`src/rtl/serial_add_pkg.sv`:
```
// Shared definitions for the bit-serial adder controller.
// Latency: n/a (types and constants only).
// Backpressure: n/a.
package serial_add_pkg;

    localparam int WIDTH_MAX = 32;

    typedef enum logic [1:0] {
        ST_IDLE = 2'd0,
        ST_RUN  = 2'd1,
        ST_DONE = 2'd2
    } state_t;

endpackage

```
`src/rtl/serial_add_ctrl_full_adder.sv`:
```
// Single-bit full adder cell, the one datapath element the controller time-shares.
// Latency: combinational.
// Backpressure: none.
module full_adder (
    input  logic a_in,
    input  logic b_in,
    input  logic c_in,
    output logic sum_out,
    output logic carry_out
);

    // Plain sum/majority equations for one bit position.
    always_comb begin
        sum_out   = a_in ^ b_in ^ c_in;
        carry_out = (a_in & b_in) | (a_in & c_in) | (b_in & c_in);
    end

endmodule

```
`src/rtl/serial_add_ctrl.sv`:
```
// Bit-serial adder: one full_adder cell, LSB first, one bit per clock.
// Latency: start accepted on edge k -> done_out high in the cycle after edge k+WIDTH.
// Backpressure: ready_out low during RUN/DONE; start_in is ignored there, nothing is queued.
module serial_add_ctrl
    import serial_add_pkg::*;
#(
    parameter int WIDTH = 8    // legal range 2..WIDTH_MAX
) (
    input  logic             clk,
    input  logic             rst_n,
    input  logic             start_in,
    input  logic [WIDTH-1:0] a_in,
    input  logic [WIDTH-1:0] b_in,
    input  logic             carry_in,
    output logic             ready_out,
    output logic             busy_out,
    output logic             done_out,
    output logic [WIDTH-1:0] sum_out,
    output logic             carry_out
);

    localparam int CW = $clog2(WIDTH);
    localparam logic [CW-1:0] LAST_BIT = CW'(WIDTH - 1);

    state_t           state;
    logic [WIDTH-1:0] a_sr;
    logic [WIDTH-1:0] b_sr;
    logic [WIDTH-1:0] s_sr;
    logic             c_ff;
    logic [CW-1:0]    cnt;

    logic             fa_sum;
    logic             fa_carry;
    logic [WIDTH-1:0] s_next;

    full_adder u_fa (
        .a_in      (a_sr[0]),
        .b_in      (b_sr[0]),
        .c_in      (c_ff),
        .sum_out   (fa_sum),
        .carry_out (fa_carry)
    );

    // New sum bit enters at the MSB so after WIDTH steps bit 0 has reached position 0.
    always_comb begin
        s_next = (s_sr >> 1) | (WIDTH'(fa_sum) << (WIDTH - 1));
    end

    // Control FSM, operand/sum shift registers, carry FF and registered outputs.
    always_ff @(posedge clk or negedge rst_n) begin
        if (!rst_n) begin
            state     <= ST_IDLE;
            a_sr      <= '0;
            b_sr      <= '0;
            s_sr      <= '0;
            c_ff      <= 1'b0;
            cnt       <= '0;
            ready_out <= 1'b1;
            busy_out  <= 1'b0;
            done_out  <= 1'b0;
            sum_out   <= '0;
            carry_out <= 1'b0;
        end else begin
            done_out <= 1'b0;
            case (state)
                ST_IDLE: begin
                    if (start_in) begin
                        a_sr      <= a_in;
                        b_sr      <= b_in;
                        s_sr      <= '0;
                        c_ff      <= carry_in;
                        cnt       <= '0;
                        state     <= ST_RUN;
                        ready_out <= 1'b0;
                        busy_out  <= 1'b1;
                    end
                end
                ST_RUN: begin
                    a_sr <= a_sr >> 1;
                    b_sr <= b_sr >> 1;
                    s_sr <= s_next;
                    c_ff <= fa_carry;
                    if (cnt == LAST_BIT) begin
                        // Last bit: publish the complete result in one go.
                        cnt       <= '0;
                        state     <= ST_DONE;
                        busy_out  <= 1'b0;
                        done_out  <= 1'b1;
                        sum_out   <= s_next;
                        carry_out <= fa_carry;
                    end else begin
                        cnt <= cnt + CW'(1);
                    end
                end
                ST_DONE: begin
                    state     <= ST_IDLE;
                    ready_out <= 1'b1;
                end
                default: begin
                    // Unreachable encoding recovers to IDLE.
                    state     <= ST_IDLE;
                    ready_out <= 1'b1;
                    busy_out  <= 1'b0;
                end
            endcase
        end
    end

endmodule

```
`config.mk`:
```
export PLATFORM = sky130hd
export DESIGN_NAME = serial_add_ctrl
export DESIGN_NICKNAME = d
export VERILOG_FILES = /design/src/rtl/serial_add_pkg.sv /design/src/rtl/serial_add_ctrl_full_adder.sv /design/src/rtl/serial_add_ctrl.sv
export SDC_FILE = /design/constraint.sdc
export NUM_CORES = 1
export LEC_CHECK = 0
export CAP_MARGIN = 20
export CELL_PAD_IN_SITES_DETAIL_PLACEMENT = 2
export CELL_PAD_IN_SITES_GLOBAL_PLACEMENT = 2
export CORE_MARGIN = 2
export CORE_UTILIZATION = 36
export DETAILED_ROUTE_END_ITERATION = 16
export DONT_BUFFER_PORTS = 1
export GPL_ROUTABILITY_DRIVEN = 0
export PLACE_DENSITY_LB_ADDON = 0.15
export SLEW_MARGIN = 20
export SYNTH_ARGS = -nofsm -noshare
export SYNTH_HDL_FRONTEND = slang
export SYNTH_SLANG_ARGS = --single-unit
```
`constraint.sdc`:
```
create_clock -name clk -period 1.3 [get_ports clk]
set_input_delay 0.26 -clock clk [delete_from_list [all_inputs] [get_ports clk]]
set_output_delay 0.26 -clock clk [all_outputs]
set_load 0.02 [all_outputs]
```
* After elaboration in Yosys (flattened, before gate mapping)
Index checks and enable logic that the tools add are counted.
** Cells by class
- Bitwise operators :: 10
- Add/sub/neg operators :: 1
- Mux-type cells :: 21
- Equality and inequality tests :: 5
- Reductions and logical operators :: 7
** Operator list (number)
- $pmux W8 S2 :: 3
- $mux W8 :: 3
- $or A7 B8 Y8 :: 1
- $reduce_and A2 Y1 :: 4
- $mux W1 :: 6
- $mux W3 :: 2
- $pmux W3 S2 :: 1
- $mux W2 :: 2
- $ne A2 B2 Y1 const B :: 2
- $pmux W1 S2 :: 2
- $pmux W2 S2 :: 1
- $add A3 B1 Y3 const B :: 1
- $and A1 B1 Y1 :: 3
- $eq A3 B3 Y1 const B :: 1
- $pmux W1 S3 :: 1
- $reduce_and A3 Y1 :: 1
- $eq A2 B1 Y1 const B :: 1
- $eq A2 B2 Y1 const B :: 1
- $logic_not A2 Y1 :: 1
- $not A1 Y1 :: 2
- $or A1 B1 Y1 :: 2
- $reduce_bool A2 Y1 :: 1
- $xor A1 B1 Y1 :: 2
** Word-level totals
- Output and inout port bits :: 12
- Logic and storage cells :: 55
- Bits of input ports :: 20
- Flip-flop bits (word level) :: 42

* Depth between registers and ports, before layout
Gate-level depths: netlist (run 1).
- Depth after elaboration :: 4
- Gate-level depth with buffers :: 6

* Cells and area by module
Synthesis (run 1) repeated with hierarchy kept, for this count alone.
** Second synthesis, totals
- Cells, all modules :: 143
- Area, all modules :: 1833.0 um^2
** Modules (own cells, without submodules)
- serial_add_ctrl :: cells an instance 142, times used 1, area an instance 1813.0 um^2
- full_adder :: cells an instance 1, times used 1, area an instance 20.0 um^2

* Worst setup path before layout (run 1)
Ideal clock, no wire load.
- Kind :: flip-flop to flip-flop
- From :: register cnt[0]
- To :: register carry_out
- Data required time :: 1175 ps
- Stages on the path, launching flop included :: 6
- Slack :: -135 ps
- Arrival :: 1310 ps
- Path through :: dfrtp_1 ha_1 ha_1 nand2_4 buf_6 mux2_4
** On the way
- Word-level cells in the longest chain between the ends :: 2
** Ends and longest elaborated chain
- start: declaration :: RTL line serial_add_ctrl.sv:30 : logic [CW-1:0] cnt;
- start signal: assignment :: RTL line serial_add_ctrl.sv:92 : cnt <= cnt + CW'(1);
- $eq A3 B3 Y1 :: RTL line serial_add_ctrl.sv:83 : if (cnt == LAST_BIT) begin
- $reduce_and A2 Y1 (no source line)
- end signal: assignment :: RTL line serial_add_ctrl.sv:90 : carry_out <= fa_carry;
- end: declaration :: RTL line serial_add_ctrl.sv:19 : output logic carry_out
Every way passes these cells.
A chain may end at the register's enable or synchronous reset.

* Final worst setup path (run 1)
Ends and elaborated chain as after synthesis.

==> summary.md, run 1 <==
| Metric | Value |
|---|---|
| Cell taking the most area after synthesis | `dfrtp_1` |
| Power per standard cell area | `2500 nW/um^2` |
| Fin area | `2150 sq um` |
| Setup TNS | `-0.153 ns` |
| Leak | `slightly below 1 nW` |
| CTS buffer count | `5` |
| DIE HEIGHT | `74.1 um` |
| Required time of the critical path | `1.48 ns` |
| # diodes | `0` |
| Highest-count cells in the layout ignoring fill and taps | `dfrtp_1, nor2_1, buf_4` |
| Iteration-0 DRC Markers | `22` |
| Clock Pin Slew Worst Setup and Hold Paths | `~0.09 ns` |
| Final ANT Viol Nets | `0` |
| Max layer used | `met4` |
| Area of the mapped netlist | `1770 sq um` |
| CTS max path bufs | `2` |
| Vias in the first global route | `1412` |
| Post-route DRC violation count | `0` |
| Final Util | `45.6%` |
| Seq cells post-synth | `41` |
| CP peak stage delay | `0.40 ns` |
| Layout Skew | `0.0107 ns` |
| RSZ-0062 raised after global routing | `true` |
| Grt ovf | `0` |
| Min cycle time layout | `1.33 ns` |
| Most common cell after layout, fill and taps aside | `dfrtp_1` |
| Global-route wire length before repair | `between 7000 and 8000 um` |
| CP Launch Type | `flop` |
| Worst setup EP type | `flop` |
| Max_slew headroom | `about 84%` |
| Largest delay share family, worst path | `flip-flops` |
| Worst Hold Class | `in2reg` |
| Critical Path AT | `1.51 ns` |
| Synth area leaders | `dfrtp_1, mux2_4, nor2_1` |
| # port buffers | `0` |
| Synthesis Warnings | `0` |
| Share of the synthesized area in the top cell type | `56.6%` |
| Worst setup margin | `-0.0281 ns` |
| Antenna violations before repair | `0` |
| Crit-path max FO | `5` |
| Share of post-route cells with drive strength above 1 | `31.9%` |
| Syn_area_per_cell | `between 10 and 15 sq um` |
| Placed Area | `about 2000 sq um` |
| Outcome | `finished with violations` |
| H-tree depth | `2` |
| Seq/Total Area, Yosys | `58.1%` |
| Pre-CTS WS | `-0.0908 ns` |
| Yosys cell types | `27` |
| Routed vias/inst | `~5.3` |
| Failing checks | `setup timing` |
| CTS tree | `done` |
| # clock sinks | `roughly 40` |
| Max IR drop VDD | `770 uV` |
| Die Wd | `74.1 um` |
| Slowest cell on crit path | `dfrtp_1` |
| Final HPWL DP | `2850 um` |
| MaxCap Viol Count | `0` |
| Hold Vio Cnt, Final | `0` |
| DRT met1 WL | `1950 um` |
| Clock Root Buffer | `clkbuf_8` |
| Final hold slack | `0.0982 ns` |
| Final setup fails | `9` |
| Critical path class | `reg2reg` |
| Syn Inst Count | `149` |
| Met3 WL | `150 um` |
| Core Area | `4720 sq um` |
| Final worst path period share | `102%` |
| Area grow syn2layout | `21.6%` |
| Syn_nets | `roughly 170` |
| Vias | `~1200` |
| Nets | `188` |
| Wire length on met2 | `2100 um` |
| Slew Viols, Final | `0` |
| Critical path cell sequence | `ha_2 -> ha_4 -> nand2_4 -> mux2_4` |
| Largest net degree at the start of global routing | `42` |
| Die area | `5490 sq um` |
| Boundary Pins | `32` |
| Row count | `25` |
| Gr usage total | `about 18%` |
| Max Clock Freq | `753 MHz` |
| Starting density of the core | `37.5%` |
| Routed len/inst | `18.2 um` |
| Sum of buffers and inverters on the critical path | `0` |
| DRT Pass-1 Iters | `4` |
| Clock latency on the worst-skew pair | `0.29 ns` |
| Worst-Margin Slew | `0.235 ns` |
| Wirelength, routed | `roughly 4200 um` |
==> final timing paths <==
check                             end  slack [ns]  startpoint  cells after the start
max                         carry_out       -0.03      cnt[0]                      4
min                           a_sr[7]         0.1     a_in[7]                      1
max reg2reg                 carry_out       -0.03      cnt[0]                      4
min reg2reg                   s_sr[1]        0.50     s_sr[1]                      1
max in group asynchronous   ready_out        0.60       rst_n                      2
min in group asynchronous  sum_out[2]        0.45       rst_n                      2
==> cell type report <==
cell class,instances,area (sq um)
well taps,67,83.8
multi-input cells,94,749
clock buffers,6,72.6
fillers,481,2570
clock inverters,2,15.0
repair buffers,20,190
flip-flops and latches,41,1030
inverters,3,11.3
==> Yosys cell counts <==
| cell | number |
|---|---|
| nand2_1 | 1 |
| ha_1 | 2 |
| buf_2 | 4 |
| mux2_4 | 8 |
| o21bai_1 | 1 |
| nand2_4 | 1 |
| nor2_1 | 31 |
| o21a_1 | 1 |
| o32ai_1 | 3 |
| inv_1 | 3 |
| buf_6 | 2 |
| dfrtp_1 | 40 |
| o21ba_2 | 1 |
| nor3_1 | 12 |
| fa_1 | 1 |
| a21o_1 | 1 |
| nor2b_4 | 1 |
| a22o_1 | 11 |
| nand2b_1 | 2 |
| o22ai_1 | 1 |
| a211oi_1 | 12 |
| dfstp_2 | 1 |
| mux2_2 | 1 |
| buf_4 | 2 |
| o31ai_1 | 1 |
| clkbuf_1 | 4 |
| a21oi_1 | 1 |
==> worst register-to-register path: stages (launching register included) <==
cell and delay, ns:
dfrtp_1 0.40, ha_2 0.20, ha_4 0.19, nand2_4 0.12
mux2_4 0.30
==> power breakdown <==
group | total (mW) | switching [mW] | internal (mW)
logic | 2.10 | 0.954 | 1.14
registers | 2.44 | 0.585 | 1.86
clock network | 0.837 | 0.458 | 0.379
==> registers in the layout, summed over array words and instances (netlist names) <==
name and flops:
s_sr 7, state 2, b_sr 8, done_out 1, cnt 3, sum_out 8, ready_out 1, c_ff 1
busy_out 1, carry_out 1, a_sr 8
==> logic make-up after synthesis <==
logic type | count (synthesis) | synth area share (%)
flops | 41 | 58.1
fa+ha+maj | 3 | 2.55
simple gates | 48 | 12.3
compound gates | 33 | 14.9
mux | 9 | 7.43
buf+inv | 15 | 4.74
==> timing repair <==
item	CTS	global route
hold buffers	2	0
gates resized for setup	4	8
hold endpoints to repair	41	0
pin swaps	3	1
cloned	1	0
endpoints found under the setup margin	12	21
buffers inserted	1	0
==> per-layer routing <==
layer,GRT usage [%],vias up
met5,0,-
met2,29.1,24
met4,5.45,0
met1,22.7,641
met3,4.47,5
li1,-,559
==> through the flow <==
| step | power [mW] | instances |
|---|---|---|
| floorplan | 3.73 | 149 |
| global placement | 4.20 | 221 |
| detailed placement | 4.38 | 221 |
| CTS | 5.36 | 233 |
| global route | 5.80 | 233 |
| finish | 5.38 | 233 |
Note: power is estimated with default switching activity, not from simulation.
==> run 2: changes to the inputs <==
Settings changed: PLACE_DENSITY set to 0.75, PLACE_DENSITY_LB_ADDON 0.15 to not set.
==> run 2 against run 1 <==
The run still ends with setup timing left; fmax up 0.94%; via count decreased by 0.41%; first-iteration DRC count is 100% higher.
==> summary.md, run 2 (synthesis results as in run 1) <==
| Metric | Value |
|---|---|
| Slowest cell on crit path | `dfrtp_1` |
| Area grow syn2layout | `25.2%` |
| Post-route DRC violation count | `0 (unchanged)` |
| Critical Path Stages | `4 (unchanged)` |
| Busiest layer in global routing | `met2` |
| Routed vias/inst | `5.16 (-2.1%)` |
| Biggest regs | `a_sr: 8 flops, b_sr: 8 flops, sum_out: 8 flops` |
| Worst-Margin Slew | `0.260 ns (+0.0245 ns)` |
| Wirelength, routed | `4700 um (+11%)` |
| Final setup fails | `3 (-6)` |
| Grt met1 use | `24.2% (+1.5 points)` |
| Clock Root Buffer | `clkbuf_8` |
| Most common cell after layout, fill and taps aside | `dfrtp_1` |
| Placed Area | `1930 sq um (-1.4%)` |
| Final HPWL DP | `3030 um (+6.1%)` |
| Logic gate share of total power | `38.5% (-0.5 points)` |
| Worst setup EP type | `flop` |
| CTS buffer count | `5 (unchanged)` |
| # clock sinks | `41 (unchanged)` |
| Vias | `1224 (-0.41%)` |
| Max Clock Freq | `760 MHz (+0.94%)` |
| Nets | `192 (+2.1%)` |
| R2R Path Start | `cnt[0]` |
| Met3 usage | `5.83% (+1.4 points)` |
| DRT Pass-1 Iters | `4 (unchanged)` |
| Core Area | `4720 sq um (unchanged)` |
| Outcome | `finished with violations` |
| Fin area | `2210 sq um (+2.9%)` |
| Iteration-0 DRC Markers | `45 (+100%)` |
| Fillcell total | `474 (-1.5%)` |
| Met2 Track Usage GR | `30.1% (+0.99 points)` |
| Max_slew headroom | `82.7% (-1.5 points)` |
| Min cycle time layout | `1.32 ns (-0.0124 ns)` |
| Largest delay share family, worst path | `adder cells` |
| CP endpoint | `sum_out[5]` |
| Switching pwr | `2.15 mW (+7.6%)` |
| DIE HEIGHT | `74.1 um (unchanged)` |
| Worst Hold Class | `in2reg` |
| Grt ovf | `0 (unchanged)` |
| Depth of the worst register-to-register path | `4 (unchanged)` |
| Antenna violations before repair | `0 (unchanged)` |
| CTS max path bufs | `2 (unchanged)` |
| Routed len/inst | `19.8 um (+9.1%)` |
| Share of post-route cells with drive strength above 1 | `35.3% (+3.4 points)` |
| Crit-path max FO | `6 (+1)` |
| Failing checks | `setup timing` |
| Hold Vio Cnt, Final | `0 (unchanged)` |
| Vias in the first global route | `1322 (-6.4%)` |
| Flop pwr share | `42.9% (-2.5 points)` |
| Die area | `5490 sq um (unchanged)` |
| Die Wd | `74.1 um (unchanged)` |
| Clock latency on the worst-skew pair | `0.31 ns (+0.02 ns)` |
| Critical path cell sequence | `ha_2 -> ha_4 -> nand2_8 -> mux2_4` |
| Slew Viols, Final | `0 (unchanged)` |
| Clock power frac | `18.6% (+3.0 points)` |
| Row count | `25 (unchanged)` |
| Critical path class | `reg2reg` |
| P_int | `3.64 mW (+7.8%)` |
| Largest net degree at the start of global routing | `42 (unchanged)` |
| # diodes | `0 (unchanged)` |
| Worst reg2reg path endpoint | `sum_out[5]` |
| Required time of the critical path | `1.49 ns (about the same)` |
| CP Launch Type | `flop` |
| Final Util | `46.9% (+1.3 points)` |
| Power per standard cell area | `2610 nW/um^2 (+4.7%)` |
| CTS tree | `done` |
| MaxCap Viol Count | `0 (unchanged)` |
| Leak | `1.02 nW (+3.6%)` |
| Clock Pin Slew Worst Setup and Hold Paths | `0.08 ns (about the same)` |
| Gr usage total | `18.7% (+1.1 points)` |
| Layout Skew | `0.0130 ns (+0.00231 ns)` |
| H-tree depth | `2 (unchanged)` |
| Max IR drop VDD | `990 uV (+29%)` |
| # port buffers | `0 (unchanged)` |
| Highest-count cells in the layout ignoring fill and taps | `dfrtp_1, nor2_1, buf_4` |
| Boundary Pins | `32 (unchanged)` |
| Worst R2R Setup Slack | `-0.02 ns (about the same)` |
| Sum of buffers and inverters on the critical path | `0 (unchanged)` |
| Global-route wire length before repair | `7440 um (+3.6%)` |
| RSZ-0062 raised after global routing | `true` |
| Worst setup margin | `-0.0156 ns (+0.0124 ns)` |
| Starting density of the core | `37.5% (unchanged)` |
| Worst Setup SP | `cnt[0]` |
| Final ANT Viol Nets | `0 (unchanged)` |
| Sw Share | `37.1% (-0.039 points)` |
| Setup TNS | `-0.0285 ns (+0.124 ns)` |
| Critical Path AT | `1.51 ns (about the same)` |
| Final worst path period share | `101% (-0.96 points)` |
| CP peak stage delay | `0.39 ns (about the same)` |
| Final hold slack | `0.0893 ns (-0.00890 ns)` |
-- run 2: how the worst min path moves through the flow --
| stage | startpoint | to | slack [ns] | cells after the start |
|---|---|---|---|---|
| after floorplan | rst_n | a_sr[0] | -0.04 | 0 |
| after global placement | rst_n | done_out | -0.03 | 0 |
| after detailed placement | rst_n | sum_out[1] | -0.03 | 0 |
| after CTS | b_in[7] | b_sr[7] | 0.1 | 1 |
| after global routing | b_in[7] | b_sr[7] | 0.08 | 1 |
| final | b_in[7] | b_sr[7] | 0.09 | 1 |
-- run 2: stage by stage --
step / std cells / setup WS (ns) / total power [mW]
CTS: 233 / -0.00971 / 5.62
floorplan: 149 / -0.0413 / 3.73
detailed placement: 219 / -0.109 / 4.34
global route: 237 / -0.0637 / 6.16
finish: 237 / -0.0156 / 5.79
global placement: 219 / -0.0455 / 4.13
-- run 2: what timing repair did --
item	4_1_cts	5_1_grt
endpoints found under the hold margin	41	0
setup buffers	3	4
hold buffers	2	0
setup endpoints to repair	18	34
gates cloned	1	0
resized for setup	6	10
pin swaps	3	0
-- run 2: final cells by class --
cell class | count | area (sq um) | area share [%]
Sequential cell | 41 | 1030 | 46.5
Multi-Input combinational cell | 94 | 767 | 34.6
Timing Repair Buffer | 24 | 208 | 9.38
Tap cell | 67 | 83.8 | 3.79
Clock buffer | 5 | 68.8 | 3.11
Clock inverter | 3 | 46.3 | 2.09
Inverter | 3 | 11.3 | 0.508
-- run 2: metal layers --
layer | vias up | share of wire, %
li1 | 565 | -
met1 | 626 | 44
met2 | 23 | 50
met3 | 10 | 4.4
met4 | 0 | 1.6
met5 | - | 0
-- run 2: worst reg2reg max path, cell delays in order (launching register included) --
cell and delay (ns):
dfrtp_1 0.39, ha_2 0.21, ha_4 0.20, nand2_8 0.10
mux2_4 0.31
-- run 2: power groups by stage --
stage	logic [mW]	clock network [mW]	registers [mW]
2_1_floorplan	1.40	0	2.33
3_3_place_gp	1.69	0	2.44
3_5_place_dp	1.84	0	2.50
4_1_cts	2.07	1.07	2.48
5_1_grt	2.45	1.15	2.57
6_report	2.23	1.08	2.49
==> run 3: changes to the inputs <==
Settings changed: CAP_MARGIN 20 to not set.
==> results of run 3 <==
No change in the layout: final DEF, timing and power equal those of run 2.
